`src/rtl/idma_lite_req_arbiter_pkg.sv`:
```
// Shared types for the iDMA-lite request arbiter slice.
//   idma_req_t : 1D transfer request (length, source/destination address, options)
//   idma_rsp_t : 1D transfer response (last, error, payload)
//   idx_width  : index width helper that never returns 0
package idma_lite_req_arbiter_pkg;

  typedef struct packed {
    logic [31:0] length;
    logic [31:0] src_addr;
    logic [31:0] dst_addr;
    logic [3:0]  opt;
  } idma_req_t;

  typedef struct packed {
    logic        last;
    logic        error;
    logic [31:0] payload;
  } idma_rsp_t;

  function automatic int unsigned idx_width(input int unsigned n);
    return (n > 1) ? $clog2(n) : 1;
  endfunction

endpackage

```
`src/rtl/idma_lite_req_arbiter_if.sv`:
```
// Bus bundle between N frontends, the arbiter and one AXI-Lite iDMA backend.
//   master : arbiter side (drives grants, routed responses, backend request)
//   slave  : frontends + backend + status observer side
interface idma_lite_req_arbiter_if
  import idma_lite_req_arbiter_pkg::*;
#(
  parameter int unsigned NumReq   = 4,
  parameter int unsigned CntWidth = 4
);
  logic      [NumReq-1:0] req_valid_i;
  logic      [NumReq-1:0] req_ready_o;
  idma_req_t [NumReq-1:0] req_i;
  logic      [NumReq-1:0] rsp_valid_o;
  logic      [NumReq-1:0] rsp_ready_i;
  idma_rsp_t              rsp_o;
  idma_req_t              be_req_o;
  logic                   be_req_valid_o;
  logic                   be_req_ready_i;
  idma_rsp_t              be_rsp_i;
  logic                   be_rsp_valid_i;
  logic                   be_rsp_ready_o;
  logic [CntWidth-1:0]    outstanding_o;
  logic                   busy_o;

  modport master (
    input  req_valid_i, req_i, rsp_ready_i, be_req_ready_i, be_rsp_i, be_rsp_valid_i,
    output req_ready_o, rsp_valid_o, rsp_o, be_req_o, be_req_valid_o, be_rsp_ready_o,
           outstanding_o, busy_o
  );

  modport slave (
    output req_valid_i, req_i, rsp_ready_i, be_req_ready_i, be_rsp_i, be_rsp_valid_i,
    input  req_ready_o, rsp_valid_o, rsp_o, be_req_o, be_req_valid_o, be_rsp_ready_o,
           outstanding_o, busy_o
  );
endinterface

```
`src/rtl/idma_lite_req_arbiter_fifo.sv`:
```
// In-order ownership FIFO, no fall-through: a pushed entry becomes visible
// at data_o on the cycle after the push.
//   clk_i/rst_i : clock, async active-high reset
//   push_i/data_i : write one entry (caller guarantees not full)
//   pop_i         : drop head entry (caller guarantees not empty)
//   data_o/empty_o: head entry and empty flag
module idma_lite_req_arbiter_fifo
  import idma_lite_req_arbiter_pkg::*;
#(
  parameter int unsigned DataWidth = 2,
  parameter int unsigned Depth     = 8
) (
  input  logic                 clk_i,
  input  logic                 rst_i,
  input  logic                 push_i,
  input  logic [DataWidth-1:0] data_i,
  input  logic                 pop_i,
  output logic [DataWidth-1:0] data_o,
  output logic                 empty_o
);
  localparam int unsigned PtrWidth = idx_width(Depth);
  localparam int unsigned UseWidth = $clog2(Depth + 1);

  logic [Depth-1:0][DataWidth-1:0] mem;
  logic [PtrWidth-1:0]             wr_ptr, rd_ptr;
  logic [UseWidth-1:0]             usage_q;

  assign data_o  = mem[rd_ptr];
  assign empty_o = (usage_q == '0);

  always_ff @(posedge clk_i) begin
    if (push_i) mem[wr_ptr] <= data_i;
  end

  always_ff @(posedge clk_i or posedge rst_i) begin
    if (rst_i) begin
      wr_ptr  <= '0;
      rd_ptr  <= '0;
      usage_q <= '0;
    end else begin
      // Depth need not be a power of two, so wrap explicitly.
      if (push_i) wr_ptr <= (wr_ptr == PtrWidth'(Depth - 1)) ? '0 : wr_ptr + PtrWidth'(1);
      if (pop_i)  rd_ptr <= (rd_ptr == PtrWidth'(Depth - 1)) ? '0 : rd_ptr + PtrWidth'(1);
      if (push_i && !pop_i)      usage_q <= usage_q + UseWidth'(1);
      else if (pop_i && !push_i) usage_q <= usage_q - UseWidth'(1);
    end
  end
endmodule

```
`src/rtl/idma_lite_req_arbiter.sv`:
```
// Round-robin arbiter sharing one AXI-Lite iDMA backend between NumReq
// frontends. Winners are queued in an ownership FIFO so each backend
// response is routed back to the frontend that issued the transfer.
//   clk_i/rst_i : clock, async active-high reset
//   bus         : frontend request/response, backend request/response, status
module idma_lite_req_arbiter
  import idma_lite_req_arbiter_pkg::*;
#(
  parameter int unsigned NumReq         = 4,
  parameter int unsigned MaxOutstanding = 8
) (
  input logic                    clk_i,
  input logic                    rst_i,
  idma_lite_req_arbiter_if.master bus
);
  localparam int unsigned IdxWidth = idx_width(NumReq);
  localparam int unsigned CntWidth = $clog2(MaxOutstanding + 1);

  logic [IdxWidth-1:0] rr_q, lock_idx_q, rr_idx, win_idx, cand, owner;
  logic                lock_q, found, any_valid, can_grant, req_hs, rsp_hs, fifo_empty;
  logic [CntWidth-1:0] cnt_q;

  // Leading-one search starting at rr_q with wrap.
  always_comb begin
    rr_idx = '0;
    cand   = '0;
    found  = 1'b0;
    for (int i = 0; i < NumReq; i++) begin
      cand = IdxWidth'((int'(rr_q) + i) % NumReq);
      if (!found && bus.req_valid_i[cand]) begin
        found  = 1'b1;
        rr_idx = cand;
      end
    end
  end

  // A stalled grant is pinned so the backend payload cannot change under it.
  assign win_idx   = lock_q ? lock_idx_q : rr_idx;
  assign any_valid = |bus.req_valid_i;
  // Only registered state gates the grant: a pop this cycle does not help,
  // which keeps the response inputs out of the request path.
  assign can_grant = (cnt_q < CntWidth'(MaxOutstanding));
  assign req_hs    = bus.be_req_valid_o && bus.be_req_ready_i;
  assign rsp_hs    = bus.be_rsp_valid_i && bus.be_rsp_ready_o;

  always_comb begin
    bus.be_req_valid_o = any_valid && can_grant;
    bus.be_req_o       = bus.req_i[win_idx];
    bus.req_ready_o    = '0;
    if (req_hs) bus.req_ready_o[win_idx] = 1'b1;
    bus.rsp_o          = bus.be_rsp_i;
    bus.rsp_valid_o    = '0;
    if (bus.be_rsp_valid_i && !fifo_empty) bus.rsp_valid_o[owner] = 1'b1;
    bus.be_rsp_ready_o = bus.rsp_ready_i[owner] && !fifo_empty;
    bus.outstanding_o  = cnt_q;
    bus.busy_o         = (cnt_q != '0) || bus.be_req_valid_o;
  end

  always_ff @(posedge clk_i or posedge rst_i) begin
    if (rst_i) begin
      rr_q       <= '0;
      lock_q     <= 1'b0;
      lock_idx_q <= '0;
      cnt_q      <= '0;
    end else begin
      if (req_hs) begin
        rr_q   <= (win_idx == IdxWidth'(NumReq - 1)) ? '0 : win_idx + IdxWidth'(1);
        lock_q <= 1'b0;
      end else if (bus.be_req_valid_o) begin
        lock_q     <= 1'b1;
        lock_idx_q <= win_idx;
      end
      if (req_hs && !rsp_hs)      cnt_q <= cnt_q + CntWidth'(1);
      else if (rsp_hs && !req_hs) cnt_q <= cnt_q - CntWidth'(1);
    end
  end

  idma_lite_req_arbiter_fifo #(
    .DataWidth (IdxWidth),
    .Depth     (MaxOutstanding)
  ) u_owner_fifo (
    .clk_i   (clk_i),
    .rst_i   (rst_i),
    .push_i  (req_hs),
    .data_i  (win_idx),
    .pop_i   (rsp_hs),
    .data_o  (owner),
    .empty_o (fifo_empty)
  );

  // A response with nothing outstanding has no owner and is dropped.
  a_rsp_owner : assert property (@(posedge clk_i) disable iff (rst_i)
    !(bus.be_rsp_valid_i && fifo_empty))
    else $error("backend response with no outstanding transfer");
endmodule

```
`src/flat_wrapper.sv`:
```
// flat-port wrapper written by rule: the top's interface ports become plain ports
module idma_lite_req_arbiter_flat import idma_lite_req_arbiter_pkg::*;
#(
  parameter int unsigned NumReq         = 4,
  parameter int unsigned MaxOutstanding = 8
)
  (clk_i, rst_i, bus_req_valid_i, bus_req_i, bus_rsp_ready_i, bus_be_req_ready_i, bus_be_rsp_i, bus_be_rsp_valid_i, bus_req_ready_o, bus_rsp_valid_o, bus_rsp_o, bus_be_req_o, bus_be_req_valid_o, bus_be_rsp_ready_o, bus_outstanding_o, bus_busy_o);
  idma_lite_req_arbiter_if #(.NumReq(NumReq), .CntWidth(4)) bus_i ();
  input logic clk_i;
  input logic rst_i;
  input wire logic [$bits(bus_i.req_valid_i)-1:0] bus_req_valid_i;
  input wire logic [$bits(bus_i.req_i)-1:0] bus_req_i;
  input wire logic [$bits(bus_i.rsp_ready_i)-1:0] bus_rsp_ready_i;
  input wire logic [$bits(bus_i.be_req_ready_i)-1:0] bus_be_req_ready_i;
  input wire logic [$bits(bus_i.be_rsp_i)-1:0] bus_be_rsp_i;
  input wire logic [$bits(bus_i.be_rsp_valid_i)-1:0] bus_be_rsp_valid_i;
  output wire logic [$bits(bus_i.req_ready_o)-1:0] bus_req_ready_o;
  output wire logic [$bits(bus_i.rsp_valid_o)-1:0] bus_rsp_valid_o;
  output wire logic [$bits(bus_i.rsp_o)-1:0] bus_rsp_o;
  output wire logic [$bits(bus_i.be_req_o)-1:0] bus_be_req_o;
  output wire logic [$bits(bus_i.be_req_valid_o)-1:0] bus_be_req_valid_o;
  output wire logic [$bits(bus_i.be_rsp_ready_o)-1:0] bus_be_rsp_ready_o;
  output wire logic [$bits(bus_i.outstanding_o)-1:0] bus_outstanding_o;
  output wire logic [$bits(bus_i.busy_o)-1:0] bus_busy_o;
  assign bus_i.req_valid_i = bus_req_valid_i;
  assign bus_i.req_i = bus_req_i;
  assign bus_i.rsp_ready_i = bus_rsp_ready_i;
  assign bus_i.be_req_ready_i = bus_be_req_ready_i;
  assign bus_i.be_rsp_i = bus_be_rsp_i;
  assign bus_i.be_rsp_valid_i = bus_be_rsp_valid_i;
  assign bus_req_ready_o = bus_i.req_ready_o;
  assign bus_rsp_valid_o = bus_i.rsp_valid_o;
  assign bus_rsp_o = bus_i.rsp_o;
  assign bus_be_req_o = bus_i.be_req_o;
  assign bus_be_req_valid_o = bus_i.be_req_valid_o;
  assign bus_be_rsp_ready_o = bus_i.be_rsp_ready_o;
  assign bus_outstanding_o = bus_i.outstanding_o;
  assign bus_busy_o = bus_i.busy_o;
  idma_lite_req_arbiter #(.NumReq(NumReq), .MaxOutstanding(MaxOutstanding)) u_core (.clk_i(clk_i), .rst_i(rst_i), .bus(bus_i));
endmodule
```
`config.mk`:
```
export PLATFORM = sky130hd
export DESIGN_NAME = idma_lite_req_arbiter_flat
export DESIGN_NICKNAME = d
export VERILOG_FILES = /design/src/rtl/idma_lite_req_arbiter_pkg.sv /design/src/rtl/idma_lite_req_arbiter_if.sv /design/src/rtl/idma_lite_req_arbiter_fifo.sv /design/src/rtl/idma_lite_req_arbiter.sv /design/src/flat_wrapper.sv
export SDC_FILE = /design/constraint.sdc
export NUM_CORES = 1
export LEC_CHECK = 0
export CORE_AREA = 4 4 231 233
export CTS_CLUSTER_SIZE = 30
export DETAILED_ROUTE_END_ITERATION = 16
export DIE_AREA = 0 0 235 237
export PLACE_DENSITY = 0.48
export REMOVE_ABC_BUFFERS = 1
export SYNTH_ARGS = -nofsm -noshare
export SYNTH_HDL_FRONTEND = slang
export SYNTH_HIERARCHICAL = 1
export SYNTH_SLANG_ARGS = --single-unit
```
`constraint.sdc`:
```
create_clock -name clk_i -period 3.7 [get_ports clk_i]
set_input_delay 0.555 -clock clk_i [delete_from_list [all_inputs] [get_ports clk_i]]
set_output_delay 0.555 -clock clk_i [all_outputs]
set_load 0.05 [all_outputs]
```
# --- Yosys cells after proc, flatten, opt, wreduce, memory -nomap -nowiden ---
# Cells that the tools add are included.
op_classes:
  add_sub_neg: 10
  n_lt_le_gt_ge: 12
  eq_ne: 3
  muxes: 40
  n_bitwise: 1
  n_reduce_logical: 26
ops:
  columns: ["operator", "n"]
  rows:
  - ["100-bit binary-select mux with 2-bit select", 1]
  - ["100-bit 2-to-1 mux", 1]
  - ["4-bit 2-to-1 mux", 6]
  - ["2-bit by 3-bit less-than comparator with 1-bit output, second input constant", 6]
  - ["16-bit bitwise mux", 1]
  - ["2-bit 2-to-1 mux", 8]
  - ["1-bit logical AND", 13]
  - ["1-bit 2-to-1 mux", 12]
  - ["1-bit binary-select mux with 2-bit select", 5]
  - ["4-bit by 1-bit adder with 4-bit output, second input constant", 2]
  - ["3-bit by 4-bit less-than comparator with 1-bit output, second input constant", 2]
  - ["4-bit by 1-bit subtractor with 4-bit output, second input constant", 2]
  - ["3-bit by 1-bit adder with 3-bit output, second input constant", 2]
  - ["2-bit binary-select mux with 3-bit select", 1]
  - ["2-bit demux with 3-bit select", 1]
  - ["3-bit equality test, second input constant", 2]
  - ["1-bit logical NOT", 6]
  - ["3-bit 2-to-1 mux", 2]
  - ["2-bit by 1-bit adder with 2-bit output, second input constant", 2]
  - ["2-bit adder, second input constant", 2]
  - ["1-bit demux with 2-bit select", 2]
  - ["2-bit by 1-bit >= comparator with 1-bit output, second input constant", 2]
  - ["4-bit logical NOT", 1]
  - ["4-bit less-than comparator, second input constant", 1]
  - ["8 further kinds", 9]
totals:
  register_bits: 35
  inputBits: 446
  output_inout_bits: 149
  wordCells: 107

# --- Depth between registers and ports, before layout ---
# Gate-level depths: netlist (run 1).
logic_depth:
  ltp_word: 18
  ltp_mapped: 13
  depth_no_buf: 12

# --- Modules after synthesis ---
# The synthesis (run 1) kept the hierarchy.
by_module_without_submodules:
  columns: ["module", "instances", "cells_per_inst", "area_each_um2", "seq_area_each_um2"]
  rows:
  - ["idma_lite_req_arbiter", 1, 676, 4335.4, 225.2]
  - ["idma_lite_req_arbiter_fifo", 1, 87, 1257.5, 730.7]

# --- Least setup slack after synthesis (run 1) ---
# OpenSTA, ideal clock, no wires.
synth_path:
  path_kind: "register -> register"
  from: "register u_core.cnt_q[3] (netlist: u_core/bus.outstanding_o[3])"
  to: "register u_core.u_owner_fifo.usage_q[3]"
  setup_time_ns: 0.131
  t_arrival_ns: 3.319
  required_ns: 3.569
  path_slack_ns: 0.250
  path_stages_with_launch: 10
  path_buffers: 0
  period_less_slack_ns: 3.450
  path_cell_list: "dfrtp_1 nor2_1 nand2_1 inv_1 ha_1 inv_1 ha_1 or4_1 nand3_1 o211ai_1"
synth_via:
  elab_chain_cells: 6
  elab_cells_between_ends: 8
  cone_classes: "order compare (1); mux (1); reduce/logical (6)"
synth_rtl:
  columns: ["element", "line_no", "rtl"]
  rows:
  - ["start: declaration", "idma_lite_req_arbiter.sv:21", "logic [CntWidth-1:0] cnt_q;"]
  - ["start signal: assignment", "idma_lite_req_arbiter.sv:73", "if (req_hs && !rsp_hs) cnt_q <= cnt_q + CntWidth'(1);"]
  - ["start signal: assignment", "idma_lite_req_arbiter.sv:74", "else if (rsp_hs && !req_hs) cnt_q <= cnt_q - CntWidth'(1);"]
  - ["4-bit less-than comparator *", "idma_lite_req_arbiter.sv:42", "assign can_grant = (cnt_q < CntWidth'(MaxOutstanding));"]
  - ["1-bit logical AND *", "idma_lite_req_arbiter.sv:47", "bus.be_req_valid_o = any_valid && can_grant;"]
  - ["via bus_be_req_valid_o", "flat_wrapper.sv:21", "output wire logic [$bits(bus_i.be_req_valid_o)-1:0] bus_be_req_valid_o;"]
  - ["1-bit logical AND *", "idma_lite_req_arbiter.sv:43", "assign req_hs = bus.be_req_valid_o && bus.be_req_ready_i;"]
  - ["via u_core.req_hs", "idma_lite_req_arbiter.sv:20", "logic lock_q, found, any_valid, can_grant, req_hs, rsp_hs, fifo_empty;"]
  - ["1-bit logical NOT", "idma_lite_req_arbiter_fifo.sv:45", "else if (pop_i && !push_i) usage_q <= usage_q - UseWidth'(1);"]
  - ["1-bit logical AND", "idma_lite_req_arbiter_fifo.sv:45", null]
  - ["2-bit nonzero test (no line)", null, null]
  - ["end signal: assignment", "idma_lite_req_arbiter_fifo.sv:44", "if (push_i && !pop_i) usage_q <= usage_q + UseWidth'(1);"]
  - ["end signal: assignment", "idma_lite_req_arbiter_fifo.sv:45", null]
  - ["end: declaration", "idma_lite_req_arbiter_fifo.sv:26", "logic [UseWidth-1:0] usage_q;"]
# Mark *: on every way through the listed nets, which the timed path passes. The rest lies on a longest branch.
# A chain may end at the register's enable or synchronous reset.

# --- Worst setup path in the final report (run 1) ---
layout_path:
  from: "register u_core.u_owner_fifo.rd_ptr[0]"
  to: "output port bus_be_rsp_ready_o"
layout_via:
  elab_chain_cells: 5
layout_rtl:
  columns: ["element", "line_no", "rtl"]
  rows:
  - ["start: declaration", "idma_lite_req_arbiter_fifo.sv:25", "logic [PtrWidth-1:0] wr_ptr, rd_ptr;"]
  - ["start signal: assignment", "idma_lite_req_arbiter_fifo.sv:43", "if (pop_i) rd_ptr <= (rd_ptr == PtrWidth'(Depth - 1)) ? '0 : rd_ptr + PtrWidth'(1);"]
  - ["2-bit binary-select mux with 3-bit select", "idma_lite_req_arbiter_fifo.sv:28", "assign data_o = mem[rd_ptr];"]
  - ["2-bit 2-to-1 mux (not written as such)", "idma_lite_req_arbiter_fifo.sv:28", null]
  - ["via u_core.owner[1]", "idma_lite_req_arbiter.sv:19", "logic [IdxWidth-1:0] rr_q, lock_idx_q, rr_idx, win_idx, cand, owner;"]
  - ["1-bit binary-select mux with 2-bit select", "idma_lite_req_arbiter.sv:54", "bus.be_rsp_ready_o = bus.rsp_ready_i[owner] && !fifo_empty;"]
  - ["1-bit 2-to-1 mux (not written as such)", "idma_lite_req_arbiter.sv:54", null]
  - ["1-bit logical AND", "idma_lite_req_arbiter.sv:54", null]
  - ["end: declaration", "flat_wrapper.sv:22", "output wire logic [$bits(bus_i.be_rsp_ready_o)-1:0] bus_be_rsp_ready_o;"]
# The timed path passes the listed nets, and every way through them passes these cells. The select of a mux whose other input is x is not followed.

==> summary.md, run 1 <==
| Metric | Value |
|---|---|
| CTS tree | `yes` |
| GPL Wtd Cong | `between 0.8 and 0.9` |
| Cells taking the most area after synthesis | `sky130_fd_sc_hd__nand2_1, sky130_fd_sc_hd__a21oi_1, sky130_fd_sc_hd__a22oi_2` |
| Crit path cell chain | `buf_4 > mux4_1 > mux2_2 > mux4_2 > nor2b_1 > clkdlybuf4s50_1` |
| Worst Setup Start Kind | `flop` |
| Worst setup slack before clock tree synthesis | `between 200 and 250 ps` |
| Setup clock skew after layout | `5.116 ps` |
| Number of nets with antenna violations after detailed routing | `0` |
| Buffers & Inverters on Critical Path | `2` |
| Slew of the pin with the lowest slew margin | `613.4 ps` |
| Maximum clock rate | `around 290 MHz` |
| Count of filler cells inserted in the layout | `around 5600` |
| Kind of capture point of the worst setup path | `output port` |
| Clock sink count | `35` |
| Critical path data required time | `3140 ps` |
| Global-route wire length before repair | `53720 um` |
| Worst path setup slack after routing | `205.4 ps` |
| Worst Setup Path Type | `flop to output port` |
| Via count of the first global-routing pass | `7983` |
| Clock latency reported for the late side of the worst-skew pair | `280 ps` |
| Post-layout nets | `1691` |
| Slowest cell on the critical path | `sky130_fd_sc_hd__clkdlybuf4s50_1` |
| Highest net fanout along the worst path | `6` |
| Final number of hold-violating endpoints | `0` |
| Period minus WS final | `3495 ps` |
| Most area-hungry cell type in the Yosys netlist | `sky130_fd_sc_hd__nand2_1` |
| Total global routing track utilization | `0.1271` |
| Remaining max-slew budget at the tightest pin | `0.5873` |
| Count of flip-flops with a built-in enable after synthesis | `16` |
| Post-CTS setup buffers | `0` |
| Wirelength per Cell | `19.90 um` |
| Unique cell type count in the Yosys netlist | `50` |
| Crit path max-delay family | `multiplexers` |
| H-tree Lvls | `2` |
| Area of the placeable core | `51200 um^2` |
| Delay of the slowest cell on the worst path | `820 ps` |
| Row count | `83` |
| Estimated wirelength of the detail-placed design | `about 32000 um` |
| Cell count after synthesis | `between 700 and 800` |
| Detailed-route wire length | `38110 um` |
| Gates resized, CTS repair | `0` |
| Synth warn | `6` |
| TritonRoute pass-1 iters | `4` |
| Yosys top cell area share | `0.1416` |
| Register area share after synthesis | `0.1709` |
| DR DRC count | `0` |
| Clk slew on worst S/H paths | `50 ps` |
| Initial core utilization | `0.1092` |
| Class of the most critical hold timing path | `flop to flop` |
| CTS Hold Buffers Added | `0` |
| DR vias | `7489` |
| Unrepaired setup endpoints after global routing | `false` |
| Crit share post-route | `0.9445` |
| Via/cell ratio | `3.911` |
| Clk buf depth | `2` |
| Die W | `235 um` |
| Maxcap violations | `0` |
| Number of primary I/O pins | `595` |
| Mean instance size in the synthesized netlist | `7.330 um^2` |
| Area delta synth->final | `117.2%` |
| Fraction of synthesis flops using an asynchronous set or reset pin | `0.5429` |
| Number of antenna violations at the first check in global routing | `2` |
| Starting DRC count in detailed routing | `315` |
| Cell area after synthesis | `5593 um^2` |
| CP Data Arrival Time | `~2900 ps` |
| CTS root buf | `sky130_fd_sc_hd__clkbuf_16` |
| Number of buffers created by CTS | `5` |
| Slew Viols, Final | `0` |
| Status | `finished, final reports clean` |
| Pin count of the biggest net entering global routing | `89` |
| Commonest cells in the netlist | `sky130_fd_sc_hd__nand2_1, sky130_fd_sc_hd__a21oi_1, sky130_fd_sc_hd__a21oi_2, sky130_fd_sc_hd__a22oi_1, sky130_fd_sc_hd__a22oi_2` |
| Post-synthesis register bit count | `35` |
| Final Setup Violations | `0` |
| Share of cells above drive strength 1 | `0.2165` |
| Overflow left after global routing | `0` |
| Top flip-flop cell by instance count after synthesis | `sky130_fd_sc_hd__dfrtp_1` |
| PortBufs | `526` |
| Die height | `237 um` |
| DIE AREA | `55700 um^2` |
| Cell with the most instances after synthesis | `sky130_fd_sc_hd__nand2_1` |
| Core occupancy in the finished layout | `0.2372` |
[metrics by stage]
step                      TNS (ps)  hold slack [ps]  std cells  instance area [um^2]
after CTS                        0            505.5       1913                 12140
final                            0            502.5       1915                 12150
after global placement           0            484.2       1905                 12000
after detailed placement         0            492.7       1905                 12000
after floorplan            -462460            382.9        660                  4872
after global routing             0            530.6       1915                 12150
[logic make-up (layout without fill, tap and decap cells)]
logic type                 Yosys count  after routing  synth area share
other                                0              2                 0
AOI/OAI and AO/OA                  316            316            0.4119
muxes                               18             18           0.04877
adders and majority gates           13             13           0.03177
buffers and inverters              116            586            0.1385
xor gates and xnor gates             6              6          0.009396
and+or+nand+nor                    259            259            0.1888
DFF                                 35             35            0.1709
[registers in the layout, summed over array words and instances, names as in the netlist]
name,flops
u_core/lock_idx_q,2
u_core/u_owner_fifo/mem,16
u_core/lock_q,1
u_core/u_owner_fifo/wr_ptr,3
u_core/bus.outstanding_o,4
u_core/u_owner_fifo/usage_q,4
u_core/u_owner_fifo/rd_ptr,3
u_core/rr_q,2
[worst register-to-register path: stages (launching register included)]
cell,delay [ps]
sky130_fd_sc_hd__dfrtp_1,440
sky130_fd_sc_hd__mux4_1,560
sky130_fd_sc_hd__mux2_2,330
sky130_fd_sc_hd__mux4_2,450
sky130_fd_sc_hd__nand2_1,100
sky130_fd_sc_hd__inv_1,100
sky130_fd_sc_hd__inv_1,70
sky130_fd_sc_hd__ha_1,170
sky130_fd_sc_hd__inv_1,70
sky130_fd_sc_hd__ha_1,320
sky130_fd_sc_hd__buf_4,130
sky130_fd_sc_hd__a21oi_1,70
sky130_fd_sc_hd__a2111o_1,410
sky130_fd_sc_hd__o211ai_1,110
[final timing paths]
| kind | startpoint | end | slack [ps] | cells after the start |
|---|---|---|---|---|
| min | u_core/lock_idx_q[1] | u_core/lock_idx_q[1] | 500 | 1 |
| min reg2reg | u_core/lock_idx_q[1] | u_core/lock_idx_q[1] | 500 | 1 |
| max in group asynchronous | rst_i | u_core/u_owner_fifo/usage_q[3] | 2810 | 2 |
| max | u_core/u_owner_fifo/rd_ptr[0] | bus_be_rsp_ready_o | 210 | 6 |
| min in group asynchronous | rst_i | u_core/lock_q | 590 | 2 |
| max reg2reg | u_core/u_owner_fifo/rd_ptr[0] | u_core/u_owner_fifo/usage_q[3] | 290 | 13 |
[metal layers]
metal,vias to the layer above,track usage,part of all wire
met3,23,0.06744,0.12
li1,3637,-,-
met1,3470,0.1460,0.39
met5,-,0.02165,0.0042
met2,357,0.2091,0.47
met4,2,0.02578,0.016
[cell usage in the layout (no fill, tap or decap), drive strengths merged, types with 6 or more instances in the layout]
cell type	instances
nand2	211
clkbuf	6
nor2	14
nor3	7
mux2	12
ha	11
clkdlybuf4s50	422
dfrtp	19
buf	143
a21oi	203
edfxtp	16
inv	12
a22oi	100
[layout make-up]
class	count	area (um^2)	share of cell area
Inverter	13	58.81	0.004842
Clock inverter	2	12.51	0.001030
Antenna cell	2	5.005	0.0004121
Sequential cell	35	955.9	0.07871
Tap cell	680	850.8	0.07005
Multi-Input combinational cell	612	3872	0.3188
Clock buffer	6	128.9	0.01061
Timing Repair Buffer	565	6261	0.5155
Power of run 1 is left out: the tool's default activity adds up to more than one toggle a clock period on the data nets, which glitch-free logic cannot reach.
==> inputs of run 2 (changes only) <==
- SLEW_MARGIN: unset -> 20
==> results of run 2 <==
Final layout, timing and power as in run 1 (identical DEF).
Power of run 2 is left out for the same reason.
==> inputs of run 3 (changes only) <==
- CORE_AREA: 4 4 231 233 -> 2 2 229 231
- DIE_AREA: 0 0 235 237 -> 0 0 231 233
==> run 3 against run 2 <==
Critical path depth is 1 lower. First-iteration DRC count is 1.3% higher. Core utilization is 1.6 points lower. Sequential share of layout area is 0.59 points higher. Hold slack better by 7.7 ps. Register-to-register slack hardly changed. Non-clock buffer count is 5 lower. Routed wire length is 8.0% lower. Clock skew is 4.1 ps higher. Die area is 3.4% lower. Flip-flop and latch count stayed put. Final cell count is 0.37% lower.
==> summary.md, run 3 (synthesis results as in run 1) <==
| Metric | Value |
|---|---|
| Number of primary I/O pins | `595 (unchanged)` |
| Metal-1 WL | `14140 um (-4.3%)` |
| H-tree Lvls | `2 (unchanged)` |
| PortBufs | `526 (unchanged)` |
| Detailed-route wire length | `35060 um (-8.0%)` |
| Worst r2r dst | `u_core/u_owner_fifo/usage_q[3]` |
| CP Data Arrival Time | `2950 ps (about the same)` |
| Number of cells on the worst hold path | `1 (unchanged)` |
| Highest routing layer actually used | `met5` |
| Status | `finished, final reports clean` |
| Final Setup Violations | `0 (unchanged)` |
| Slew Viols, Final | `0 (unchanged)` |
| Clk slew on worst S/H paths | `60 ps (about the same)` |
| Via/cell ratio | `3.938 (+0.70%)` |
| Maxcap violations | `0 (unchanged)` |
| # diodes | `0 (-2)` |
| Length of routed met3 wiring | `3104 um (-31%)` |
| TritonRoute pass-1 iters | `5 (+1)` |
| Final number of hold-violating endpoints | `0 (unchanged)` |
| Post-layout nets | `1686 (-0.30%)` |
| Initial core utilization | `0.1095 (+0.0002220)` |
| Worst hold path startpoint | `u_core/lock_idx_q[1]` |
| Clock latency reported for the late side of the worst-skew pair | `280 ps (about the same)` |
| Area of the placeable core | `51090 um^2 (-0.20%)` |
| Final cell count without fillers | `1908 (-0.37%)` |
| Setup TNS | `0 ps (unchanged)` |
| Most used cells in the layout excluding fill and tap cells | `sky130_fd_sc_hd__clkdlybuf4s50_1, sky130_fd_sc_hd__nand2_1, sky130_fd_sc_hd__a21oi_1` |
| FF-to-FF setup slack | `280 ps (about the same)` |
| Number of buffers created by CTS | `5 (unchanged)` |
| GPL Wtd Cong | `0.8881 (+2.8%)` |
| Number of antenna violations at the first check in global routing | `7 (+5)` |
| Critical path data required time | `3140 ps (about the same)` |
| FF-to-FF path depth | `13 (unchanged)` |
| Die W | `231 um (-1.7%)` |
| Share of cells above drive strength 1 | `0.2117 (-0.004819)` |
| Highest net fanout along the worst path | `6 (unchanged)` |
| Number of nets with antenna violations after detailed routing | `0 (unchanged)` |
| Register with the most flip-flops | `u_core/u_owner_fifo/mem` |
| Number of flip-flops under the largest register name | `16 (unchanged)` |
| Maximum clock rate | `285.0 MHz (-0.41%)` |
| Most frequent standard cell in the layout excluding fill and tap cells | `sky130_fd_sc_hd__clkdlybuf4s50_1` |
| CTS tree | `yes` |
| Remaining max-slew budget at the tightest pin | `0.5845 (-0.002770)` |
| Clk buf depth | `2 (unchanged)` |
| Setup clock skew after layout | `9.235 ps (+4.119 ps)` |
| Slew of the pin with the lowest slew margin | `623.2 ps (+9.812 ps)` |
| Class of the most critical hold timing path | `flop to flop` |
| CTS Hold Buffers Added | `0 (unchanged)` |
| Die height | `233 um (-1.7%)` |
| Area of all placed cells without fillers | `11300 um^2 (-7.0%)` |
| Post-route worst hold slack | `510.2 ps (+7.691 ps)` |
| Gates resized, CTS repair | `0 (unchanged)` |
| Estimated wirelength of the detail-placed design | `29230 um (-10%)` |
| Pin count of the biggest net entering global routing | `105 (+18%)` |
| Post-DP Area | `11160 um^2 (-7.0%)` |
| Post-CTS setup buffers | `0 (unchanged)` |
| Clock sink count | `35 (unchanged)` |
| Crit share post-route | `0.9483 (+0.003851)` |
| Critical R2R Launch | `u_core/u_owner_fifo/rd_ptr[0]` |
| CTS root buf | `sky130_fd_sc_hd__clkbuf_16` |
| Unrepaired setup endpoints after global routing | `false` |
| Kind of capture point of the worst setup path | `output port` |
| DR DRC count | `0 (unchanged)` |
| Row count | `83 (unchanged)` |
| Worst Setup Start Kind | `flop` |
| Area delta synth->final | `102.0%` |
| Wirelength per Cell | `18.38 um (-7.7%)` |
| DIE AREA | `53820 um^2 (-3.4%)` |
| Total global routing track utilization | `0.1204 (-0.006635)` |
| DR vias | `7514 (+0.33%)` |
| Post-Place Cells | `1900 (-0.26%)` |
| Detail Route met2 WL | `17210 um (-4.8%)` |
| Global-route wire length before repair | `48960 um (-8.9%)` |
| Overflow left after global routing | `0 (unchanged)` |
| Starting DRC count in detailed routing | `319 (+1.3%)` |
| Worst Setup Path Type | `flop to output port` |
| End point of the worst hold path | `u_core/lock_idx_q[1]` |
| Via count of the first global-routing pass | `7552 (-5.4%)` |
| Period minus WS final | `3509 ps (+14.25 ps)` |
-- run 3: cell types whose count changed in the layout (fill, tap and decap cells not counted), sizes merged --
cell      previous run  this run
buf                143       138
diode                2         0
clkinv               2         3
clkinvlp             1         0
-- run 3: layer usage --
metal  up-vias  track usage
li1       3623            -
met1      3494       0.1446
met2       358       0.2085
met3        33      0.04277
met4         6      0.01492
met5         -      0.02114
-- run 3: how the worst max path moves through the flow --
stage / depth (start not counted) / endpoint / from
floorplan: 6 / bus_be_req_o[0] / bus_req_valid_i[1]
global placement: 8 / bus_be_req_o[99] / bus_req_valid_i[1]
detailed placement: 8 / bus_be_req_o[99] / bus_req_valid_i[0]
CTS: 8 / bus_be_req_o[99] / bus_req_valid_i[0]
global route: 8 / bus_be_req_o[99] / bus_req_valid_i[0]
finish: 5 / bus_be_rsp_ready_o / u_core/u_owner_fifo/rd_ptr[0]
-- run 3: through the flow --
step                utilization  setup WS [ps]
floorplan                     -          -4263
detailed placement       0.2184          129.2
CTS                      0.2211          114.4
global route             0.2211          45.84
finish                   0.2211          191.2
global placement         0.2184          185.5
-- run 3: area by class of cell --
| type | instances | area [um^2] |
|---|---|---|
| repair buffers | 560 | 5423 |
| flip-flops and latches | 35 | 955.9 |
| multi-input cells | 612 | 3872 |
| inverters | 13 | 58.81 |
| clock buffers | 6 | 128.9 |
| fillers | 5696 | 39800 |
| well taps | 680 | 850.8 |
| clock inverters | 2 | 7.507 |
-- run 3: critical path: stages (launching register included) --
cell                              delay (ps)
sky130_fd_sc_hd__dfrtp_1                 450
sky130_fd_sc_hd__mux4_1                  570
sky130_fd_sc_hd__mux2_2                  330
sky130_fd_sc_hd__mux4_2                  450
sky130_fd_sc_hd__nor2b_1                 150
sky130_fd_sc_hd__clkdlybuf4s50_1         720
Power of run 3 is left out for the same reason.
